File: src/rtl/regfile_bypass_sb_if.sv
// Register file / scoreboard bus.
// Groups every signal exchanged between the register file and the pipeline:
//   writeback : RegWrite, write_addr, write_data
//   decode    : read_addr1/2 -> read_data1/2, issue_valid, issue_rd
//   hazard    : rs1_busy, rs2_busy, busy_count
// master = pipeline side (drives addresses, data, enables)
// slave  = register file side (returns read data and busy status)
interface regfile_bypass_sb_if #(
  parameter int XLEN = 32,
  parameter int AW   = 5
);
  logic            RegWrite;
  logic [AW-1:0]   write_addr;
  logic [XLEN-1:0] write_data;
  logic [AW-1:0]   read_addr1;
  logic [AW-1:0]   read_addr2;
  logic [XLEN-1:0] read_data1;
  logic [XLEN-1:0] read_data2;
  logic            issue_valid;
  logic [AW-1:0]   issue_rd;
  logic            rs1_busy;
  logic            rs2_busy;
  logic [AW:0]     busy_count;

  modport master (
    output RegWrite, write_addr, write_data,
    output read_addr1, read_addr2,
    output issue_valid, issue_rd,
    input  read_data1, read_data2,
    input  rs1_busy, rs2_busy, busy_count
  );

  modport slave (
    input  RegWrite, write_addr, write_data,
    input  read_addr1, read_addr2,
    input  issue_valid, issue_rd,
    output read_data1, read_data2,
    output rs1_busy, rs2_busy, busy_count
  );
endinterface

File: src/rtl/regfile_bypass_sb.sv
// Parametrised integer register file with same-cycle write-to-read bypass
// and a per-register busy scoreboard.
// Ports:
//   clk   - rising-edge clock
//   reset - asynchronous, active-low reset
//   bus   - regfile_bypass_sb_if.slave: write port, two combinational read
//           ports, issue reservation, per-source busy flags, busy count
// Addresses >= NREGS are invalid: they read 0, are never busy, and writes or
// issues to them are dropped. With ZERO_REG, register 0 behaves the same way.
module regfile_bypass_sb #(
  parameter int XLEN     = 32,
  parameter int NREGS    = 32,
  parameter int ZERO_REG = 1,
  parameter int BYPASS   = 1
) (
  input  logic                clk,
  input  logic                reset,
  regfile_bypass_sb_if.slave  bus
);
  localparam int AW    = (NREGS <= 4) ? 2 : $clog2(NREGS);
  localparam int NSLOT = 1 << AW;
  localparam logic [AW:0] NREGS_W = NREGS[AW:0];

  // True when the address names a real, writable register.
  function automatic logic addr_ok(input logic [AW-1:0] a);
    addr_ok = ({1'b0, a} < NREGS_W) && !((ZERO_REG != 0) && (a == '0));
  endfunction

  logic [XLEN-1:0] regs_q [NREGS];
  logic [XLEN-1:0] regs_d [NREGS];
  logic [NREGS-1:0] busy_q, busy_d;
  logic [AW:0]      busy_count_q, busy_count_d;
  logic [NSLOT-1:0] busy_pad;

  logic wr_hit, iss_hit, cnt_inc, cnt_dec;

  // State updates need no reset gating: the flops are held while reset is low.
  assign wr_hit   = bus.RegWrite && addr_ok(bus.write_addr);
  assign iss_hit  = bus.issue_valid && addr_ok(bus.issue_rd);
  // Zero-extended copy so any AW-bit address can index it safely.
  assign busy_pad = NSLOT'(busy_q);

  always_comb begin
    for (int i = 0; i < NREGS; i++) begin
      regs_d[i] = (wr_hit && bus.write_addr == AW'(i)) ? bus.write_data : regs_q[i];
      // Issue is applied after the clear so a same-cycle set wins.
      busy_d[i] = (busy_q[i] && !(wr_hit && bus.write_addr == AW'(i))) ||
                  (iss_hit && bus.issue_rd == AW'(i));
    end
  end

  // Count tracks popcount(busy_d) incrementally: a re-issue of a busy
  // register adds nothing, a write to a free register removes nothing, and a
  // write that is overridden by a same-register issue removes nothing.
  always_comb begin
    cnt_inc      = iss_hit && !busy_pad[bus.issue_rd];
    cnt_dec      = wr_hit && busy_pad[bus.write_addr] &&
                   !(iss_hit && bus.issue_rd == bus.write_addr);
    busy_count_d = busy_count_q + {{AW{1'b0}}, cnt_inc} - {{AW{1'b0}}, cnt_dec};
  end

  always_ff @(posedge clk or negedge reset) begin
    if (!reset) begin
      for (int i = 0; i < NREGS; i++) begin
        regs_q[i] <= '0;
      end
      busy_q       <= '0;
      busy_count_q <= '0;
    end else begin
      for (int i = 0; i < NREGS; i++) begin
        regs_q[i] <= regs_d[i];
      end
      busy_q       <= busy_d;
      busy_count_q <= busy_count_d;
    end
  end

  // Two identical read ports. A forwarded write also hides the busy bit,
  // since the producer's result is available this cycle.
  for (genvar gi = 0; gi < 2; gi++) begin : g_rd
    logic [AW-1:0]   ra;
    logic            fwd;
    logic [XLEN-1:0] data;
    logic            busy;

    assign ra = (gi == 0) ? bus.read_addr1 : bus.read_addr2;

    always_comb begin
      fwd  = (BYPASS != 0) && wr_hit && (bus.write_addr == ra);
      data = '0;
      busy = 1'b0;
      if (reset && addr_ok(ra)) begin
        data = fwd ? bus.write_data : regs_q[ra];
        busy = busy_pad[ra] && !fwd;
      end
    end
  end

  assign bus.read_data1 = g_rd[0].data;
  assign bus.read_data2 = g_rd[1].data;
  assign bus.rs1_busy   = g_rd[0].busy;
  assign bus.rs2_busy   = g_rd[1].busy;
  assign bus.busy_count = busy_count_q;
endmodule
File: src/flat_wrapper.sv
// flat-port wrapper written by rule: the top's interface ports become plain ports
module regfile_bypass_sb_flat 
#(
  parameter int XLEN     = 32,
  parameter int NREGS    = 32,
  parameter int ZERO_REG = 1,
  parameter int BYPASS   = 1
)
  (clk, reset, bus_RegWrite, bus_write_addr, bus_write_data, bus_read_addr1, bus_read_addr2, bus_issue_valid, bus_issue_rd, bus_read_data1, bus_read_data2, bus_rs1_busy, bus_rs2_busy, bus_busy_count);
  regfile_bypass_sb_if #(.XLEN(XLEN)) bus_i ();
  input  logic clk;
  input  logic reset;
  input wire logic [$bits(bus_i.RegWrite)-1:0] bus_RegWrite;
  input wire logic [$bits(bus_i.write_addr)-1:0] bus_write_addr;
  input wire logic [$bits(bus_i.write_data)-1:0] bus_write_data;
  input wire logic [$bits(bus_i.read_addr1)-1:0] bus_read_addr1;
  input wire logic [$bits(bus_i.read_addr2)-1:0] bus_read_addr2;
  input wire logic [$bits(bus_i.issue_valid)-1:0] bus_issue_valid;
  input wire logic [$bits(bus_i.issue_rd)-1:0] bus_issue_rd;
  output wire logic [$bits(bus_i.read_data1)-1:0] bus_read_data1;
  output wire logic [$bits(bus_i.read_data2)-1:0] bus_read_data2;
  output wire logic [$bits(bus_i.rs1_busy)-1:0] bus_rs1_busy;
  output wire logic [$bits(bus_i.rs2_busy)-1:0] bus_rs2_busy;
  output wire logic [$bits(bus_i.busy_count)-1:0] bus_busy_count;
  assign bus_i.RegWrite = bus_RegWrite;
  assign bus_i.write_addr = bus_write_addr;
  assign bus_i.write_data = bus_write_data;
  assign bus_i.read_addr1 = bus_read_addr1;
  assign bus_i.read_addr2 = bus_read_addr2;
  assign bus_i.issue_valid = bus_issue_valid;
  assign bus_i.issue_rd = bus_issue_rd;
  assign bus_read_data1 = bus_i.read_data1;
  assign bus_read_data2 = bus_i.read_data2;
  assign bus_rs1_busy = bus_i.rs1_busy;
  assign bus_rs2_busy = bus_i.rs2_busy;
  assign bus_busy_count = bus_i.busy_count;
  regfile_bypass_sb #(.XLEN(XLEN), .NREGS(NREGS), .ZERO_REG(ZERO_REG), .BYPASS(BYPASS)) u_core (.clk(clk), .reset(reset), .bus(bus_i));
endmodule
File: config.mk
export PLATFORM = sky130hd
export DESIGN_NAME = regfile_bypass_sb_flat
export DESIGN_NICKNAME = d
export VERILOG_FILES = /design/src/rtl/regfile_bypass_sb_if.sv /design/src/rtl/regfile_bypass_sb.sv /design/src/flat_wrapper.sv
export SDC_FILE = /design/constraint.sdc
export NUM_CORES = 2
export LEC_CHECK = 0
export CAP_MARGIN = 20
export CELL_PAD_IN_SITES_DETAIL_PLACEMENT = 0
export CELL_PAD_IN_SITES_GLOBAL_PLACEMENT = 1
export CORE_UTILIZATION = 45
export CTS_CLUSTER_DIAMETER = 100
export DETAILED_ROUTE_END_ITERATION = 8
export PLACE_DENSITY_LB_ADDON = 0.1
export RECOVER_POWER = 50
export SLEW_MARGIN = 20
export SYNTH_ARGS = -nofsm -noshare
export SYNTH_HDL_FRONTEND = slang
export SYNTH_SLANG_ARGS = --single-unit
File: constraint.sdc
create_clock -name clk -period 8.4 [get_ports clk]
set_input_delay 1.26 -clock clk [delete_from_list [all_inputs] [get_ports clk]]
set_output_delay 1.26 -clock clk [all_outputs]
set_load 0.1 [all_outputs]
After elaboration in Yosys (flattened, before gate mapping)
Index checks and enable logic that the tools add are counted.
{"block": "op_classes", "n_lt_le_gt_ge": 6, "bitwise": 2, "mux": 20, "eq_ne": 65, "addsub": 2, "reduce_logical": 184}
{"op": "$bmux W32 S5", "count": 2}
{"op": "$mux W32", "count": 8}
{"op": "$eq A5 B5 Y1 const B", "count": 32}
{"op": "$logic_and A1 B1 Y1", "count": 108}
{"op": "$eq A5 B4 Y1 const B", "count": 16}
{"op": "$eq A5 B3 Y1 const B", "count": 8}
{"op": "$logic_not A1 Y1", "count": 40}
{"op": "$logic_or A1 B1 Y1", "count": 32}
{"op": "$lt A5 B6 Y1 const B", "count": 4}
{"op": "$bmux W1 S5", "count": 4}
{"op": "$eq A5 B2 Y1 const B", "count": 4}
{"op": "$logic_not A5 Y1", "count": 4}
{"op": "$eq A5 B5 Y1", "count": 3}
{"op": "$ge A6 B6 Y1 const B", "count": 2}
{"op": "$not A5 Y6", "count": 2}
{"op": "$eq A5 B1 Y1 const B", "count": 2}
{"op": "$add A6 B1 Y6", "count": 1}
{"op": "$mux W1", "count": 6}
{"op": "$sub A6 B1 Y6", "count": 1}
{"block": "word_totals", "output_inout_bits": 72, "input_bits": 56, "register_bits": 1062, "word_cells": 313}

Logic depth before layout (Yosys ltp)
{"block": "logic_depth", "ltp_word": 7, "mapped_depth": 15, "depth_no_buf": 13}

Worst setup path before layout
No wires, ideal clock.
{"block": "synth_timing", "path_type": "input port to output port", "startpoint": "input bus_read_addr2[0]", "endpoint": "output bus_read_data2[5]", "path_slack_ps": 2437, "cell_stages": 9, "required_time_ps": 7140, "arrival_ps": 4703, "n_path_buf": 5, "path_cell_list": "buf_2 -> buf_6 -> buf_4 -> buf_2 -> nor2_1 -> buf_2 -> a221oi_1 -> o221ai_1 -> o21ai_0"}
{"block": "synth_between", "elab_chain_len": 6, "elab_cells_between_ends": 11, "cone_classes": "eq/ne: 1; mux: 5; bitwise: 1; reduce/logical: 4"}
{"element": "start, declared", "line_no": "flat_wrapper.sv:17", "source": "input wire logic [$bits(bus_i.read_addr2)-1:0] bus_read_addr2;"}
{"element": "$not A5 Y6 (not written as such)", "line_no": "regfile_bypass_sb.sv:93", "source": "data = fwd ? bus.write_data : regs_q[ra];"}
{"element": "$bmux W32 S5", "line_no": "regfile_bypass_sb.sv:93"}
{"element": "$mux W32 (not written as such) (2 in series)", "line_no": "regfile_bypass_sb.sv:93"}
{"element": "$mux W32", "line_no": "regfile_bypass_sb.sv:93"}
{"element": "$mux W32 (*)", "line_no": "regfile_bypass_sb.sv:92", "source": "if (reset && addr_ok(ra)) begin"}
{"element": "end, declared", "line_no": "flat_wrapper.sv:21", "source": "output wire logic [$bits(bus_i.read_data2)-1:0] bus_read_data2;"}
Every way passes the cells marked *; elsewhere a longest branch is shown, timed or not. The select of a mux whose other input is x is not followed.

Final worst setup path
{"block": "layout_timing", "startpoint": "input bus_write_addr[0]", "endpoint": "output bus_read_data1[22]"}
{"block": "layout_between", "elab_chain_len": 6, "elab_cells_between_ends": 7, "cone_classes": "eq/ne: 1; mux: 2; reduce/logical: 4"}
{"element": "start, declared", "line_no": "flat_wrapper.sv:14", "source": "input wire logic [$bits(bus_i.write_addr)-1:0] bus_write_addr;"}
{"element": "$logic_not A5 Y1", "line_no": "regfile_bypass_sb.sv:26", "source": "addr_ok = ({1'b0, a} < NREGS_W) && !((ZERO_REG != 0) && (a == '0));"}
{"element": "$logic_not A1 Y1", "line_no": "regfile_bypass_sb.sv:26"}
{"element": "$logic_and A1 B1 Y1", "line_no": "regfile_bypass_sb.sv:38", "source": "assign wr_hit = bus.RegWrite && addr_ok(bus.write_addr);"}
{"element": "$logic_and A1 B1 Y1 (*)", "line_no": "regfile_bypass_sb.sv:89", "source": "fwd = (BYPASS != 0) && wr_hit && (bus.write_addr == ra);"}
{"element": "$mux W32 (*)", "line_no": "regfile_bypass_sb.sv:93"}
{"element": "$mux W32 (*)", "line_no": "regfile_bypass_sb.sv:92"}
{"element": "end, declared", "line_no": "flat_wrapper.sv:20", "source": "output wire logic [$bits(bus_i.read_data1)-1:0] bus_read_data1;"}
Every way passes the cells marked *; elsewhere a longest branch is shown, timed or not.

==> run summary <==
The flow ran to the end, but the final reports show violations. The final reports fail on capacitance limit, slew limit. The share of total power dissipated in combinational logic is 22.5%. The count of nets after finishing came out at 4167. Of the total power, the clock network draws 34.1%. The initial cell density of the core is 45.4%, and the floorplan row count is 131.

The first-pass GRT wire length was 303000 µm. The critical path is of the input port to output port type. At the worst endpoint, the required time is 7.14 ns. The depth of the worst register-to-register path was 13; the synthesized net count was 4251.

Source of the worst register-to-register timing path: u_core.busy_pad[17]. The run gives 0.173 mV as the highest ir drop seen on vdd. For the leakage dissipation, the log shows 28.3 nW. For this run, the detailed router's first-pass iteration total came to 5. The hold buffer count at CTS was 0; the number of buffers added by the clock tree synthesis step was 121. The final layout contains routed wiring with a total length of 209000 µm.

The run gives -175% as the relative max-transition margin. After synthesis, flip-flops and latches occupy 45.8% of the total area. The initial antenna violation count came out at 5.

The floorplan step defined a die boundary enclosing 130000 µm². For this design the ratio of total power to cell area is 246 nW/µm². The post-route setup TNS came out at 0 ns. The global placement routability congestion was 0.837. The number of endpoints with negative hold slack in the final report came out at 0. The finished cells cover 64500 µm². The clock passes through at most 3 buffers. The tools report the area used by sequential logic in the layout as 26600 µm². The routed wirelength normalized by instance count came out at 35.7 µm.

Counting flops with an async set or reset pin after synthesis yields a share of 100%. The switching fraction of total power is 29.9%, and the TritonCTS sink count is 1062. During placement, the flow inserted port buffers numbering 127. Total global-route track usage: 32.3%.

The clock reaches the later pin of the worst-skew pair after 0.74 ns. The total count of max-transition violations in the final report is 663, and the final core utilization is 50.5%. From synthesis to final layout, the design area changed by 11.1%. The analysis attributes to net switching a power of 4.75 mW. STA classifies the critical path endpoint as an output port. For the pin with the worst max-slew slack, the measured transition is 4.13 ns.

Across the run, the number of max-cap violations was 12. The endpoint identified for the worst register-to-register timing path is u_core.bus.busy_count[5]. For the part of the total power dissipated in sequential elements, the log shows 43.4%. The setup fix buffers added after clock tree synthesis came out at 0. The maximum number of pins on one net before global-route repair was 158; the netlist area before placement was 58100 µm². For the top achievable clock speed, the log shows 0.137 GHz. Once detailed placement completed, the half-perimeter wirelength came to 122000 µm.

In this run the worst setup path begins at bus_write_addr[0]. The level count of the clock H-tree was 3. The end point of the most critical hold path is u_core.regs_q[995].

The worst hold path passes through 0 cells. For the final database, setup skew stands at 0.0133 ns. The synthesized netlist contains 63 unique library cells.

The worst path in the final design needs a cycle of 7.28 ns, including I/O delays and setup. The first routing iteration left 3417 violations. In this run, synthesis inferred 0 flip-flops with an integrated enable.

The clock transition at the registers of the reported paths works out to 0.06 ns. Via count of the first global-routing pass: 39800. The internal power component is 11.1 mW, and the biggest fanout along the worst timing path is 19. For this run the aggregate overflow at the end of global routing stands at 0. The count of nets left with antenna violations after detail routing is 0, and the total of cells resized after clock tree synthesis is 0. In this run the clock root is driven by a sky130_fd_sc_hd__clkbuf_16. For the worst setup path, the data arrival time is 6.02 ns.

The vertical extent of the die works out to 361 µm. In the synthesized netlist the dominant register cell turns out to be sky130_fd_sc_hd__dfrtp_1. The total I/O pin count was 128; the detailed-route vias per instance was 6.69. Type of the most critical hold path: flip-flop to flip-flop. The overall die width was 361 µm; the DRC violations left was 0.

The tools report the count of mapped cells out of synthesis as 4188. TritonCTS built the clock tree. Setup repair after global routing left no endpoint under its margin.

The floorplan step defined a core boundary enclosing 128000 µm². In this run the cell area measured after placement is 60600 µm². Summing all multi-input logic gate instances after layout gives 29500 µm².

For flop-to-flop paths, the worst setup slack is 5.12 ns. Fill cells in the final layout number 11100. In this run the mean area of a mapped cell was 13.9 µm². The count of synthesis-stage warnings from yosys was 0; the share of final-layout standard cells stronger than drive strength 1 was 41.7%. Setup violations remaining at the end of the flow were counted as 0. The count of state elements after synthesis was 1062.

Total via count after detailed routing: 39200. The post-route fraction of the period consumed by the critical path works out to 86.7%. STA classifies the critical path startpoint as an input port. The worst min-delay path startpoint is u_core.regs_q[995].
[worst max-delay path, stage by stage]
cell and delay, ns:
sky130_fd_sc_hd__clkdlybuf4s50_1 0.45, sky130_fd_sc_hd__clkbuf_1 0.97, sky130_fd_sc_hd__or2_1 0.57, sky130_fd_sc_hd__o41ai_4 0.15, sky130_fd_sc_hd__nor4_4 0.74, sky130_fd_sc_hd__buf_4 0.33, sky130_fd_sc_hd__a32o_1 0.33, sky130_fd_sc_hd__clkdlybuf4s50_1 1.19
[cell usage after synthesis (9+ instances only)]
library cell	number	area (µm²)
sky130_fd_sc_hd__a2111o_1	12	135
sky130_fd_sc_hd__a211oi_1	25	188
sky130_fd_sc_hd__a21oi_1	64	320
sky130_fd_sc_hd__a221o_1	18	180
sky130_fd_sc_hd__a221oi_1	16	140
sky130_fd_sc_hd__a22o_1	30	263
sky130_fd_sc_hd__a22oi_1	103	773
sky130_fd_sc_hd__a32o_1	58	581
sky130_fd_sc_hd__buf_1	25	93.8
sky130_fd_sc_hd__buf_2	156	781
sky130_fd_sc_hd__buf_4	21	158
sky130_fd_sc_hd__buf_6	16	180
sky130_fd_sc_hd__clkbuf_1	252	946
sky130_fd_sc_hd__dfrtp_1	1062	26600
sky130_fd_sc_hd__inv_1	16	60.1
sky130_fd_sc_hd__mux2_1	86	968
sky130_fd_sc_hd__mux2_2	965	10900
sky130_fd_sc_hd__mux2i_1	410	4100
sky130_fd_sc_hd__mux4_2	347	7820
sky130_fd_sc_hd__nand2_1	125	469
sky130_fd_sc_hd__nand2b_1	14	87.6
sky130_fd_sc_hd__nand3_1	45	225
sky130_fd_sc_hd__nand4_1	20	125
sky130_fd_sc_hd__nor2_1	57	214
sky130_fd_sc_hd__nor2b_1	25	156
sky130_fd_sc_hd__nor3_1	9	45.0
sky130_fd_sc_hd__o21ai_0	29	145
sky130_fd_sc_hd__o221ai_1	27	236
sky130_fd_sc_hd__o22a_1	12	105
sky130_fd_sc_hd__o22ai_1	62	388
sky130_fd_sc_hd__xnor2_1	10	87.6
sky130_fd_sc_hd__xor2_1	9	78.8
[metrics by stage]
stage	instances	power [mW]	hold WS, ns	setup WS (ns)
finish	5865	15.9	0.398	1.12
global route	5863	16.5	0.405	0.965
CTS	5863	15.9	0.397	1.83
detailed placement	5643	10.5	0.384	1.84
global placement	5642	10.4	0.380	1.86
floorplan	4188	9.42	0.438	2.44
[cells in the final DEF (no fill, tap or decap), types with 18 or more instances in the layout]
master and instances:
sky130_fd_sc_hd__nand4_1 20, sky130_fd_sc_hd__mux4_2 347, sky130_fd_sc_hd__nand3_1 44, sky130_fd_sc_hd__a22oi_1 103, sky130_fd_sc_hd__o221ai_1 27, sky130_fd_sc_hd__clkdlybuf4s50_1 64, sky130_fd_sc_hd__nor2_1 42, sky130_fd_sc_hd__mux2_2 965
sky130_fd_sc_hd__a211oi_1 25, sky130_fd_sc_hd__mux2i_1 410, sky130_fd_sc_hd__nand2_1 112, sky130_fd_sc_hd__a32o_1 58, sky130_fd_sc_hd__nor2b_1 18, sky130_fd_sc_hd__clkbuf_8 34, sky130_fd_sc_hd__dfrtp_1 1062, sky130_fd_sc_hd__clkbuf_16 123
sky130_fd_sc_hd__o21ai_0 29, sky130_fd_sc_hd__a221o_1 18, sky130_fd_sc_hd__buf_4 173, sky130_fd_sc_hd__clkbuf_1 34, sky130_fd_sc_hd__o22ai_1 62, sky130_fd_sc_hd__a21oi_1 64, sky130_fd_sc_hd__a22o_1 30, sky130_fd_sc_hd__mux2_1 86
sky130_fd_sc_hd__clkinv_2 25
[how the worst max path moves through the flow]
stage,end,cells past startpoint,slack (ns)
global route,bus_read_data1[24],8,0.96
detailed placement,bus_read_data1[22],8,1.84
finish,bus_read_data1[22],8,1.12
global placement,bus_read_data1[24],8,1.86
CTS,bus_read_data1[22],8,1.83
floorplan,bus_read_data2[5],9,2.44
[per-layer routing]
layer / track usage, % / wire length, µm / up-vias
met2: 49.3 / 94800 / 1627
met3: 5.50 / 14400 / 376
met5: 0 / 26 / -
li1: - / - / 15900
met4: 10.2 / 7130 / 4
met1: 46.9 / 93100 / 21300
[final cells by class]
cell class                      count  share of cell area (%)
Antenna cell                        2                 0.00776
Inverter                           16                  0.0931
Tap cell                         1662                    3.22
Sequential cell                  1062                    41.2
Multi-Input combinational cell   2637                    45.7
Timing Repair Buffer              266                    3.49
Clock buffer                      182                    5.64
Clock inverter                     38                   0.613
[logic make-up (layout without fill, tap and decap cells)]
kind of cell               Yosys count  after routing  share of synthesized area [%]
DFF                               1062           1062                           45.8
other                                0              2                              0
xor gates and xnor gates            19             19                          0.287
adders and majority gates            7              7                          0.164
buffers and inverters              489            502                           3.92
and+or+nand+nor                    316            316                           2.55
AOI/OAI and AO/OA                  487            487                           6.41
muxes                             1808           1808                           40.9
[sequential cells by signal, summed over array words and instances, names as in the netlist]
name,count
u_core.busy_pad,32
u_core.regs_q,1024
u_core.bus.busy_count,6
[power groups by stage]
| stage | registers (mW) | logic, mW | clock network [mW] |
|---|---|---|---|
| global route | 7.01 | 3.82 | 5.71 |
| detailed placement | 6.94 | 3.57 | 0 |
| finish | 6.89 | 3.58 | 5.41 |
| global placement | 6.92 | 3.52 | 0 |
| CTS | 6.85 | 3.58 | 5.51 |
| floorplan | 6.78 | 2.64 | 0 |
Note: power is estimated with default switching activity, not from simulation.
